**src/rtl/if_fetch_stage_pkg.sv**
```systemverilog
// Pipeline bus widths and the stall-vector encoding shared by the fetch stage and its neighbours.
package if_fetch_stage_pkg;
  localparam int STALL_W     = 6;
  localparam int IF_TO_ID_WD = 33;
  localparam int BR_WD       = 33;

  localparam logic STOP    = 1'b1;
  localparam logic NO_STOP = 1'b0;

  typedef logic [STALL_W-1:0] stall_bus_t;
endpackage

```
**src/rtl/if_fetch_stage.sv**
```systemverilog
// MIPS instruction-fetch stage: owns the PC, drives a request/response instruction SRAM port,
// buffers one returned word across stalls and applies decode redirects after the delay slot.
module if_fetch_stage
  import if_fetch_stage_pkg::*;
#(
  parameter logic [31:0] RESET_PC = 32'hBFC0_0000
) (
  input  logic                   clk,
  input  logic                   rst,
  input  stall_bus_t             stall,
  input  logic [BR_WD-1:0]       br_bus,
  output logic                   inst_req,
  output logic [31:0]            inst_addr,
  input  logic                   inst_addr_ok,
  input  logic                   inst_data_ok,
  input  logic [31:0]            inst_rdata,
  output logic [IF_TO_ID_WD-1:0] if_to_id_bus,
  output logic [31:0]            if_inst,
  output logic                   stallreq,
  output logic [1:0]             o_dbg_state
);

  localparam logic [1:0] S_IDLE = 2'd0;
  localparam logic [1:0] S_REQ  = 2'd1;
  localparam logic [1:0] S_WAIT = 2'd2;
  localparam logic [1:0] S_HOLD = 2'd3;

  logic [1:0]  r_state;
  logic [31:0] r_fetch_pc;
  logic [31:0] r_inst_buf;
  logic        r_pend_valid;
  logic [31:0] r_pend_addr;

  logic        w_br_e;
  logic [31:0] w_br_addr;
  logic        w_no_stop;
  logic        w_avail;
  logic        w_deliver;
  logic [31:0] w_pc_plus4;
  logic [31:0] w_next_pc;
  logic        w_unused_stall;

  assign w_br_e         = br_bus[32];
  assign w_br_addr      = br_bus[31:0];
  assign w_no_stop      = (stall[0] == NO_STOP);
  assign w_unused_stall = ^stall[STALL_W-1:1];

  // SRAM handshake: a request is held (inst_req, inst_addr stable) until inst_addr_ok;
  // exactly one response then follows with inst_data_ok. avail ignores stall to avoid a loop.
  assign w_avail    = ((r_state == S_WAIT) && inst_data_ok) || (r_state == S_HOLD);
  assign w_deliver  = w_avail && w_no_stop;
  assign w_pc_plus4 = r_fetch_pc + 32'd4;
  assign w_next_pc  = r_pend_valid ? r_pend_addr : (w_br_e ? w_br_addr : w_pc_plus4);

  assign inst_req     = (r_state == S_REQ);
  assign inst_addr    = r_fetch_pc;
  assign stallreq     = ~w_avail;
  assign if_to_id_bus = {w_deliver, r_fetch_pc};
  assign if_inst      = !w_deliver           ? 32'd0      :
                        (r_state == S_HOLD) ? r_inst_buf : inst_rdata;
  assign o_dbg_state  = r_state;

  always_ff @(posedge clk or negedge rst) begin
    if (!rst) begin
      r_state      <= S_IDLE;
      r_fetch_pc   <= RESET_PC;
      r_inst_buf   <= 32'd0;
      r_pend_valid <= 1'b0;
      r_pend_addr  <= 32'd0;
    end else begin
      case (r_state)
        S_IDLE: r_state <= S_REQ;
        S_REQ:  if (inst_addr_ok) r_state <= S_WAIT;
        S_WAIT: begin
          if (inst_data_ok) begin
            r_inst_buf <= inst_rdata;
            r_state    <= w_no_stop ? S_REQ : S_HOLD;
          end
        end
        S_HOLD: if (w_no_stop) r_state <= S_REQ;
        default: r_state <= S_IDLE;
      endcase

      // The word being delivered is the delay slot; any redirect seen so far steers the next fetch.
      if (w_deliver) begin
        r_fetch_pc   <= w_next_pc;
        r_pend_valid <= 1'b0;
      end else if (w_br_e) begin
        r_pend_valid <= 1'b1;
        r_pend_addr  <= w_br_addr;
      end
    end
  end

endmodule

```
**config.mk**
```make
export PLATFORM = sky130hd
export DESIGN_NAME = if_fetch_stage
export DESIGN_NICKNAME = d
export VERILOG_FILES = /design/src/rtl/if_fetch_stage_pkg.sv /design/src/rtl/if_fetch_stage.sv
export SDC_FILE = /design/constraint.sdc
export NUM_CORES = 1
export LEC_CHECK = 0
export CAP_MARGIN = 25
export CORE_MARGIN = 2
export CORE_UTILIZATION = 45
export DETAILED_ROUTE_END_ITERATION = 12
export PLACE_DENSITY = 0.77
export SETUP_SLACK_MARGIN = 0.2
export SYNTH_ARGS = -nofsm -noshare
export SYNTH_HDL_FRONTEND = slang
export SYNTH_SLANG_ARGS = --single-unit
```
**constraint.sdc**
```tcl
create_clock -name clk -period 3.5 [get_ports clk]
set_input_delay 0.35 -clock clk [delete_from_list [all_inputs] [get_ports clk]]
set_output_delay 0.35 -clock clk [all_outputs]
set_load 0.03 [all_outputs]
```
After elaboration in Yosys (flattened, before gate mapping)
Cells that the tools add are included.
Widths: inputs -> output; s select.
{"block": "word_totals", "output_inout_bits": 101, "ramBits": 0, "memories": 0, "inputBits": 75, "register_bits": 99, "elab_cells": 34, "latch_bits": 0, "rom_bits": 0}
{"block": "op_classes", "n_shift": 0, "bitwise_logic": 3, "n_reduce_logical": 8, "n_eq_ne": 6, "n_div": 0, "add_sub_neg": 1, "n_mux": 11, "magnitude_cmp": 0, "mul": 0}
{"cell": "$mux 32", "n": 4}
{"cell": "$add 32x3->32 const B", "n": 1}
{"cell": "$mux 2", "n": 4}
{"cell": "$pmux 2 s4", "n": 1}
{"cell": "$eq 2x2->1 const B", "n": 2}
{"cell": "$ne 2x2->1 const B", "n": 2}
{"cell": "$reduce_and 2->1", "n": 2}
{"cell": "$not 1->1", "n": 3}
{"cell": "$reduce_and 3->1", "n": 1}
{"cell": "$eq 2x1->1 const B", "n": 1}
{"cell": "$logic_and 1x1->1", "n": 2}
{"cell": "$logic_not 2->1", "n": 1}
{"cell": "$mux 1", "n": 2}
{"cell": "$ne 2x1->1 const B", "n": 1}
{"cell": "$reduce_bool 2->1", "n": 1}
{"cell": "$logic_or 1x1->1", "n": 1}

Depth between registers and ports, before layout
Gate-level depths: netlist of run 1.
{"block": "logic_depth", "depth_word": 6, "depth_mapped": 9, "depth_no_buf": 7}

Least setup slack after synthesis of run 1
No wires, ideal clock.
{"block": "synth_timing", "path_type": "reg2out", "start": "register r_state[0] (netlist: o_dbg_state[0])", "end": "output if_inst[10]", "t_required_ps": 3150, "arrival_ps": 2179, "path_stages_with_launch": 9, "slack_ps": 971, "cell_sequence": "dfrtp_1 > ha_1 > buf_2 > a21oi_1 > or2_2 > buf_2 > buf_2 > buf_1 > nor2_1"}
{"block": "synth_via", "elab_chain_cells": 5, "elab_cells_between_ends": 7}
{"element": "from (decl)", "line": "if_fetch_stage.sv:28", "source": "logic [1:0] r_state;"}
{"element": "from (signal assigned)", "line": "if_fetch_stage.sv:77", "source": "r_state <= w_no_stop ? S_REQ : S_HOLD;"}
{"element": "$eq 2x2->1", "line": "if_fetch_stage.sv:50", "source": "assign w_avail = ((r_state == S_WAIT) && inst_data_ok) || (r_state == S_HOLD);"}
{"element": "$logic_and 1x1->1", "line": "if_fetch_stage.sv:50"}
{"element": "$logic_or 1x1->1", "line": "if_fetch_stage.sv:50"}
{"element": "$logic_and 1x1->1", "line": "if_fetch_stage.sv:51", "source": "assign w_deliver = w_avail && w_no_stop;"}
{"element": "$mux 32 (*)", "line": "if_fetch_stage.sv:59", "source": "assign if_inst = !w_deliver ? 32'd0 :"}
{"element": "to (decl)", "line": "if_fetch_stage.sv:18", "source": "output logic [31:0] if_inst,"}
Mark *: on every way between the ends. The rest lies on a longest branch, timed or not.

Worst setup path after layout of run 1
{"block": "layout_timing", "start": "register r_state[0] (netlist: o_dbg_state[0])", "end": "output if_inst[1]"}
Same word-level chain as after synthesis.

==> reports/results.ini, run 1 <==
[run_status]
status = finished clean

[detailed_routing]
post_drt_wl_per_cell_um = 18.2
drtPass1Iterations = 5
vias = 4995
drtIter0Drc = 430
drc = 0
drt-total-wl_um = 15700
postRouteAntennaNets = 0
viasPerCell = 5.78

[worst_setup_path]
r2r_end = r_pend_addr[30]$_DFFE_PN0P_
cp_slowest_cell = clkdlybuf4s50_1
path_class = reg2out
path_delay_family = simple AND/OR/NAND/NOR gates
endpoint_kind = output pin
required_ps = 3150
worst-r2r-cell-count = 8
max_stage_delay_ps = 690
start_kind = flop
worst-path-buf-inv = 2
r2r_slack_ps = 930
crit_chain = inv_1, ha_1, a21oi_1, or2_2, nor2_1, clkdlybuf4s50_1
r2r-start = o_dbg_state[0]$_DFFE_PN0P_
cp.arrival_ps = 2620
crit_fanout = 35

[placement]
place_hpwl_um = 11100
portBuffers = 170
place_area_um2 = 7380
place_congestion = 0.904
dp_slack_ps = 742

[synth]
ys_async_sr_fraction_pct = 100
synth_edf_count = 0
netlist_area_um2 = 5750
yosysTopAreaCell = dfrtp_1
yosys.cell_types.count = 51
yosysSeqAreaShare_pct = 43.3
avgSynthCellArea_um2 = 10.3
syn_inst = 561
synthFlopType = dfrtp_1
netlist.area_leader.share_pct = 39.2
ys_ff_latch = 99
yosys-top-cells-area = dfrtp_1, mux2_2, mux2i_1, buf_4, dfstp_2
yosys_warnings = 0
syn_nets = 640

[sta]
max_freq_mhz = 337
tns_ps = 0
slew_violations = 0
rsz0062_at_grt = false
finClkSkew_ps = 8.91
tightest_slew_ps = 896
setup_violations = 0
setup_ws_ps = 534
fin_crit_sh_pct = 84.8
period_needed_ps = 2970
slew_headroom_pct = 40.3
hold_violations = 0

[hold_path]
hp-class = in2async

[clocking]
clock_latency_ps = 340
cts_setup_buffers = 0
clk_path_buf_depth = 2
numCtsBuffers = 9
clkTransAtPathRegs_ps = 70
cts.sinks = 99
cts_root_buf = clkbuf_16
post_cts_resized = 0
cts_tree = done
ctsHoldBuffers = 0
htreeDepth = 3

[global_route]
grt.busiest_layer = met2
use_met1_pct = 29.4
overflow = 0
grtUsageMet3_pct = 5.87
grt_pass1_wl_um = 24800
grt_max_degree = 71
grt_pass1_vias = 4989
grt_antenna_before_repair = 0
met2_usage_pct = 38.4
track_usage_pct = 23.3

[floorplan]
die_h_um = 117
design.die.area_um2 = 13700
rows = 41
io_pins = 176
initial_core_util_pct = 45.8
die_w_um = 117
core_um2 = 12600

[run]
maxCapViolCount = 0

[pwr]
power.leakage_nw = 2.96
irDropWorstVdd_mv = 0.448
p_per_area_nw_per_um2 = 837
finalPower_w = 0.00645

[final_layout]
final_util_pct = 61.3
drive_gt1_share_pct = 16.6
fillers = 1050
fin_area_um2 = 7710
nets = 765
areaGrowthSynthToFinish_pct = 34.0

[flip-flops by register name (all words and copies together), names as in the netlist]
| register | flops |
|---|---|
| inst_addr | 32 |
| r_inst_buf | 32 |
| r_pend_addr | 32 |
| o_dbg_state | 2 |
| r_pend_valid | 1 |
[synthesized netlist by cell type, drive strengths merged, types with 2 or more instances]
| master | n |
|---|---|
| o311ai | 5 |
| buf | 50 |
| or4 | 4 |
| nor4b | 2 |
| a21oi | 10 |
| or2 | 6 |
| ha | 4 |
| o22ai | 4 |
| o41ai | 7 |
| o31a | 2 |
| or3 | 6 |
| nand2 | 32 |
| a22oi | 9 |
| clkbuf | 22 |
| nor2 | 48 |
| a22o | 18 |
| a31oi | 3 |
| o21ai | 25 |
| mux2 | 65 |
| inv | 13 |
| a211o | 4 |
| dfrtp | 90 |
| nand4 | 17 |
| dfstp | 9 |
| o2bb2ai | 3 |
| nor3 | 10 |
| o31ai | 4 |
| nand3 | 11 |
| o221a | 2 |
| nor4 | 6 |
| o211ai | 15 |
| mux2i | 44 |
[layout by cell type, fill, tap and decap left out, types with 5 or more instances in the layout]
cell / n
nor2_1: 48
nor4_1: 5
clkdlybuf4s50_1: 169
nand2_1: 32
mux2_2: 64
dfstp_2: 9
buf_4: 17
a22oi_1: 9
mux2i_1: 44
clkbuf_16: 9
or2_2: 5
inv_1: 13
or3_1: 6
nand4_1: 16
nand3_1: 11
nor3_1: 10
a22o_1: 18
o211ai_1: 15
o21ai_0: 25
dfrtp_1: 90
a21oi_1: 10
o41ai_1: 7
[worst max path at each step]
stage          slack, ps  cells past startpoint          endpoint                       start
3_5_place_dp         740                      5        if_inst[1]                inst_data_ok
4_1_cts              500                      6        if_inst[1]  o_dbg_state[0]$_DFFE_PN0P_
2_1_floorplan        970                      8       if_inst[10]  o_dbg_state[0]$_DFFE_PN0P_
5_1_grt              360                      6  if_to_id_bus[32]  o_dbg_state[0]$_DFFE_PN0P_
3_3_place_gp         810                      5       if_inst[12]                inst_data_ok
6_report             530                      6        if_inst[1]  o_dbg_state[0]$_DFFE_PN0P_
[kinds of logic (layout without fill, tap and decap cells)]
| family | Yosys count | in the layout | synth area share, % |
|---|---|---|---|
| and+or+nand+nor | 148 | 148 | 12.9 |
| AOI/OAI and AO/OA | 116 | 116 | 14.6 |
| muxes | 109 | 109 | 20.4 |
| DFF | 99 | 99 | 43.3 |
| buffers and inverters | 85 | 215 | 7.92 |
| adders and majority gates | 4 | 4 | 0.870 |
| other | 0 | 1 | 0 |
[worst reg2reg max path: stages, from the launching register on]
cell and delay [ps]:
dfrtp_1 420, inv_1 60, ha_1 230, a21oi_1 200, or2_2 580, buf_4 320
nand2_1 90, buf_4 240, mux2_2 310
[layout make-up]
cell class	count	area (um^2)	area share, %
multi-input cells	377	2810	36.4
clock buffers	14	264	3.43
clock inverters	2	60.1	0.779
well taps	172	215	2.79
repair buffers	186	1820	23.6
inverters	13	48.8	0.633
diodes	1	2.50	0.0325
flip-flops and latches	99	2490	32.3
[power breakdown]
| part | total [W] | leakage, nW | switching (W) | internal [W] |
|---|---|---|---|---|
| clock network | 0.00109 | 0.157 | 0.000418 | 0.000667 |
| logic | 0.00321 | 1.63 | 0.00177 | 0.00144 |
| registers | 0.00215 | 1.17 | 0.000517 | 0.00164 |
[routing by layer]
layer	vias up	share of wire, %
li1	2297	-
met1	2424	41
met2	242	47
met3	32	9.3
met4	0	2.4
met5	-	0
[per-stage QoR]
stage,hold slack (ps),instances
3_5_place_dp,490,847
5_1_grt,210,863
3_3_place_gp,481,847
6_report,133,864
4_1_cts,160,863
2_1_floorplan,54.4,561
(Power assumes the default switching activity.)
==> run 2, diff against run 1 <==
- clock period: 3.5 -> 3.1 ns (I/O delays scaled with it)
==> reports/results.ini, run 2 (same netlist as run 1, synthesis figures left out) <==
[run_status]
status = finished clean

[clocking]
cts_tree = done
clkTransAtPathRegs_ps = 70
clock_latency_ps = 350
htreeDepth = 3
cts.sinks = 99
clk_path_buf_depth = 2
cts_root_buf = clkbuf_16
numCtsBuffers = 9

[sta]
setup_ws_ps = 501
fin_crit_sh_pct = 83.8
finClkSkew_ps = 9.48
period_needed_ps = 2600
max_freq_mhz = 385
rsz0062_at_grt = false
slew_headroom_pct = 55.4
tns_ps = 0
setup_violations = 0
slew_violations = 0
tightest_slew_ps = 666
hold_violations = 0

[final_layout]
drive_gt1_share_pct = 17.0
fillers = 1053
diodes = 0
final_cell_mix = clkdlybuf4s50_1, dfrtp_1, mux2_2, nor2_1, mux2i_1
areaGrowthSynthToFinish_pct = 35.8
nets = 769
layout_commonest_cell = clkdlybuf4s50_1

[pwr]
p_per_area_nw_per_um2 = 924
pwr-share-clk_pct = 16.0
irDropWorstVdd_mv = 0.437
power.leakage_nw = 3.55
p_switching_w = 0.00307
p_comb_share_pct = 50.2
pwr-share-seq_pct = 33.9
intPower_w = 0.00415
swShare_pct = 42.5
finalPower_w = 0.00721

[worst_setup_path]
required_ps = 2790
path_class = reg2out
endpoint_kind = output pin
cp.arrival_ps = 2290
crit_fanout = 25
start_kind = flop

[global_route]
grt_antenna_before_repair = 0
grt_pass1_vias = 5003
grt_pass1_wl_um = 25200
overflow = 0
track_usage_pct = 23.9
grt_max_degree = 53

[floorplan]
io_pins = 176
design.die.area_um2 = 13700
initial_core_util_pct = 45.8
die_w_um = 117
core_um2 = 12600
rows = 41
die_h_um = 117

[detailed_routing]
vias = 4994
drt-total-wl_um = 15900
drtIter0Drc = 372
postRouteAntennaNets = 0
drtPass1Iterations = 7
drc = 0
post_drt_wl_per_cell_um = 18.3
viasPerCell = 5.76

[placement]
place_hpwl_um = 11200
place_congestion = 0.913
portBuffers = 170
dp_slack_ps = 488

[run]
maxCapViolCount = 0

[hold_path]
hp-class = in2async

-- run 2: routing by layer --
layer	track usage, %	vias to the layer above	share of wire (%)
li1	-	2303	-
met1	30.5	2420	41
met2	38.7	235	48
met3	5.46	36	8.3
met4	10.9	0	2.7
met5	0	-	0
-- run 2: area by class of cell --
cell class,count,area [um^2],share of cell area [%]
Multi-Input combinational cell,377,2810,36.0
Sequential cell,99,2490,31.9
Inverter,13,48.8,0.625
Clock inverter,2,35.0,0.449
Timing Repair Buffer,190,1950,24.9
Tap cell,172,215,2.76
Clock buffer,14,264,3.38
-- run 2: what timing repair did --
item,4_1_cts,5_1_grt
resized for setup,2,31
setup endpoints to repair,2,31
buffers inserted,0,0
hold buffers,1,0
endpoints found under the hold margin,31,0
-- run 2: critical path: stages (launching register included) --
cell and delay [ps]:
dfrtp_1 430, inv_1 80, ha_1 190, a21oi_1 100
or2_2 310, buf_4 230, nor2_1 180, dlygate4sd2_1 420
-- run 2: metrics by stage --
stage	std cells	utilization, %	instance area [um^2]	hold slack [ps]
2_1_floorplan	561	-	5750	14.4
3_3_place_gp	849	58.8	7400	482
3_5_place_dp	850	59.1	7420	292
4_1_cts	867	61.5	7730	469
5_1_grt	867	62.1	7810	500
6_report	867	62.1	7810	455
-- run 2: path summary, 6_finish.rpt --
kind | slack [ps] | endpoint | startpoint | cells after the start
min in group clk | 510 | r_inst_buf[5]$_DFFE_PN0N_ | r_inst_buf[5]$_DFFE_PN0N_ | 1
max | 500 | if_inst[16] | o_dbg_state[0]$_DFFE_PN0P_ | 7
max reg2reg | 740 | inst_addr[13]$_DFFE_PN0P_ | o_dbg_state[0]$_DFFE_PN0P_ | 9
min | 450 | r_pend_addr[6]$_DFFE_PN0P_ | rst | 2
max in group asynchronous | 1970 | inst_addr[28]$_DFFE_PN1P_ | rst | 3
min reg2reg | 510 | r_inst_buf[5]$_DFFE_PN0N_ | r_inst_buf[5]$_DFFE_PN0N_ | 1
-- run 2: power by group through the flow --
stage / Sequential, W / Combinational, W / Clock (W)
2_1_floorplan: 0.00267 / 0.00219 / 0
3_3_place_gp: 0.00240 / 0.00356 / 0
3_5_place_dp: 0.00245 / 0.00364 / 0
4_1_cts: 0.00243 / 0.00365 / 0.00118
5_1_grt: 0.00253 / 0.00387 / 0.00122
6_report: 0.00244 / 0.00362 / 0.00115
==> run 3, diff against run 2 <==
- CORE_UTILIZATION: 45 -> 43
- clock period: 3.1 -> 2.3 ns (I/O delays scaled with it)
==> reports/results.ini, run 3 (same netlist as run 1, synthesis figures left out) <==
[final_layout]
drive_gt1_share_pct = 34.7
fin_area_um2 = 8750
areaGrowthSynthToFinish_pct = 52.2
nets = 804
layout_commonest_cell = clkdlybuf4s50_1
final_cell_mix = clkdlybuf4s50_1, dfrtp_1, mux2_2, buf_4
diodes = 0
final_util_pct = 66.6

[floorplan]
rows = 42
core_um2 = 13100
die_w_um = 120
design.die.area_um2 = 14300
initial_core_util_pct = 43.8
io_pins = 176
die_h_um = 120

[clocking]
cts_tree = done
clock_latency_ps = 350
htreeDepth = 3
numCtsBuffers = 9
cts_root_buf = clkbuf_16
cts.sinks = 99
clk_path_buf_depth = 2
clkTransAtPathRegs_ps = 70

[placement]
place_area_um2 = 7770
portBuffers = 170
place_hpwl_um = 12100
place_congestion = 0.936

[run]
maxCapViolCount = 0

[worst_setup_path]
r2r_end = inst_addr[18]$_DFFE_PN0P_
cp.arrival_ps = 1970
r2r_slack_ps = 210
worst-r2r-cell-count = 8
r2r-start = o_dbg_state[0]$_DFFE_PN0P_
crit_fanout = 8
path_class = reg2out
endpoint_kind = output pin
start_kind = flop
required_ps = 2070

[pwr]
pwr-share-seq_pct = 30.2
intPower_w = 0.00609
p_switching_w = 0.00473
pwr-share-clk_pct = 13.5
irDropWorstVdd_mv = 0.613
p_per_area_nw_per_um2 = 1240
p_comb_share_pct = 56.3
power.leakage_nw = 3.37
swShare_pct = 43.7

[global_route]
grt_pass1_vias = 5411
overflow = 0
grt_pass1_wl_um = 29500
grt_max_degree = 49
grt_antenna_before_repair = 0
track_usage_pct = 26.1

[sta]
slew_violations = 0
tns_ps = 0
fin_crit_sh_pct = 95.5
period_needed_ps = 2200
max_freq_mhz = 455
setup_violations = 0
tightest_slew_ps = 691
finClkSkew_ps = 7.93
rsz0062_at_grt = true
hold_violations = 0
slew_headroom_pct = 53.6

[detailed_routing]
vias = 5377
postRouteAntennaNets = 0
drt-total-wl_um = 18800
post_drt_wl_per_cell_um = 20.8
drtIter0Drc = 546
viasPerCell = 5.93
drc = 0
drtPass1Iterations = 5

[run_status]
status = finished clean

[hold_path]
hp-class = in2async

==> run 3: cell types whose count changed in the layout (fill, tap and decap cells not counted), moves of 13 or more <==
cell,change
buf_4,+21
buf_6,+32
dlymetal6s2s_1,-30
mux2i_1,-15
mux2i_4,+13
nor2_1,-32
nor2_4,+32
==> run 3: final cells by class <==
type                       count  area (um^2)
fill                         964         4390
tap                          176          220
sequential                    99         2490
clock buffer                  12          256
multi-input combinational    377         3300
inverter                      13         48.8
clock inverter                 4         25.0
timing repair buffer         225         2410
==> run 3: worst max path at each step <==
stage	from	endpoint	slack [ps]	cells after the start
floorplan	o_dbg_state[0]$_DFFE_PN0P_	if_inst[10]	210	8
global placement	inst_data_ok	if_inst[31]	80	6
detailed placement	o_dbg_state[0]$_DFFE_PN0P_	if_inst[31]	6	7
CTS	o_dbg_state[0]$_DFFE_PN0P_	if_inst[8]	140	8
global route	o_dbg_state[0]$_DFFE_PN0P_	if_inst[4]	50	8
finish	o_dbg_state[0]$_DFFE_PN0P_	if_inst[4]	100	8
==> run 3: metal layers <==
| layer | global-route usage [%] | up-vias | share of wire, % |
|---|---|---|---|
| met4 | 8.75 | 0 | 2.3 |
| li1 | - | 2385 | - |
| met2 | 43.6 | 241 | 49 |
| met5 | 0 | - | 0 |
| met3 | 4.61 | 41 | 6.2 |
| met1 | 34.4 | 2710 | 42 |
==> run 3: through the flow <==
stage	hold slack [ps]	std cells	setup WS [ps]	total power, W
after global routing	475	906	46.6	0.0114
after detailed placement	297	874	5.84	0.00860
final	433	906	103	0.0108
after floorplan	-65.6	561	206	0.00673
after global placement	285	874	75.1	0.00842
after CTS	458	903	135	0.0106
==> run 3: power by group through the flow <==
stage / clock network [W] / registers, W / logic, W
after CTS: 0.00149 / 0.00320 / 0.00590
after detailed placement: 0 / 0.00317 / 0.00543
final: 0.00146 / 0.00327 / 0.00609
after floorplan: 0 / 0.00360 / 0.00313
after global routing: 0.00157 / 0.00337 / 0.00642
after global placement: 0 / 0.00310 / 0.00532
==> run 3: timing repair <==
action	4_1_cts	5_1_grt
hold buffers	1	0
buffers inserted	7	2
setup endpoints to repair	33	51
resized for setup	68	28
pin swaps	2	6
hold endpoints to repair	43	0
cloned	5	1
==> run 3: critical path, cell delays in order (launching register included) <==
cell and delay (ps):
dfrtp_2 450, inv_2 80, ha_4 140, a21oi_4 60
or2_4 330, buf_12 160, buf_16 150, nor2_4 100
buf_6 140
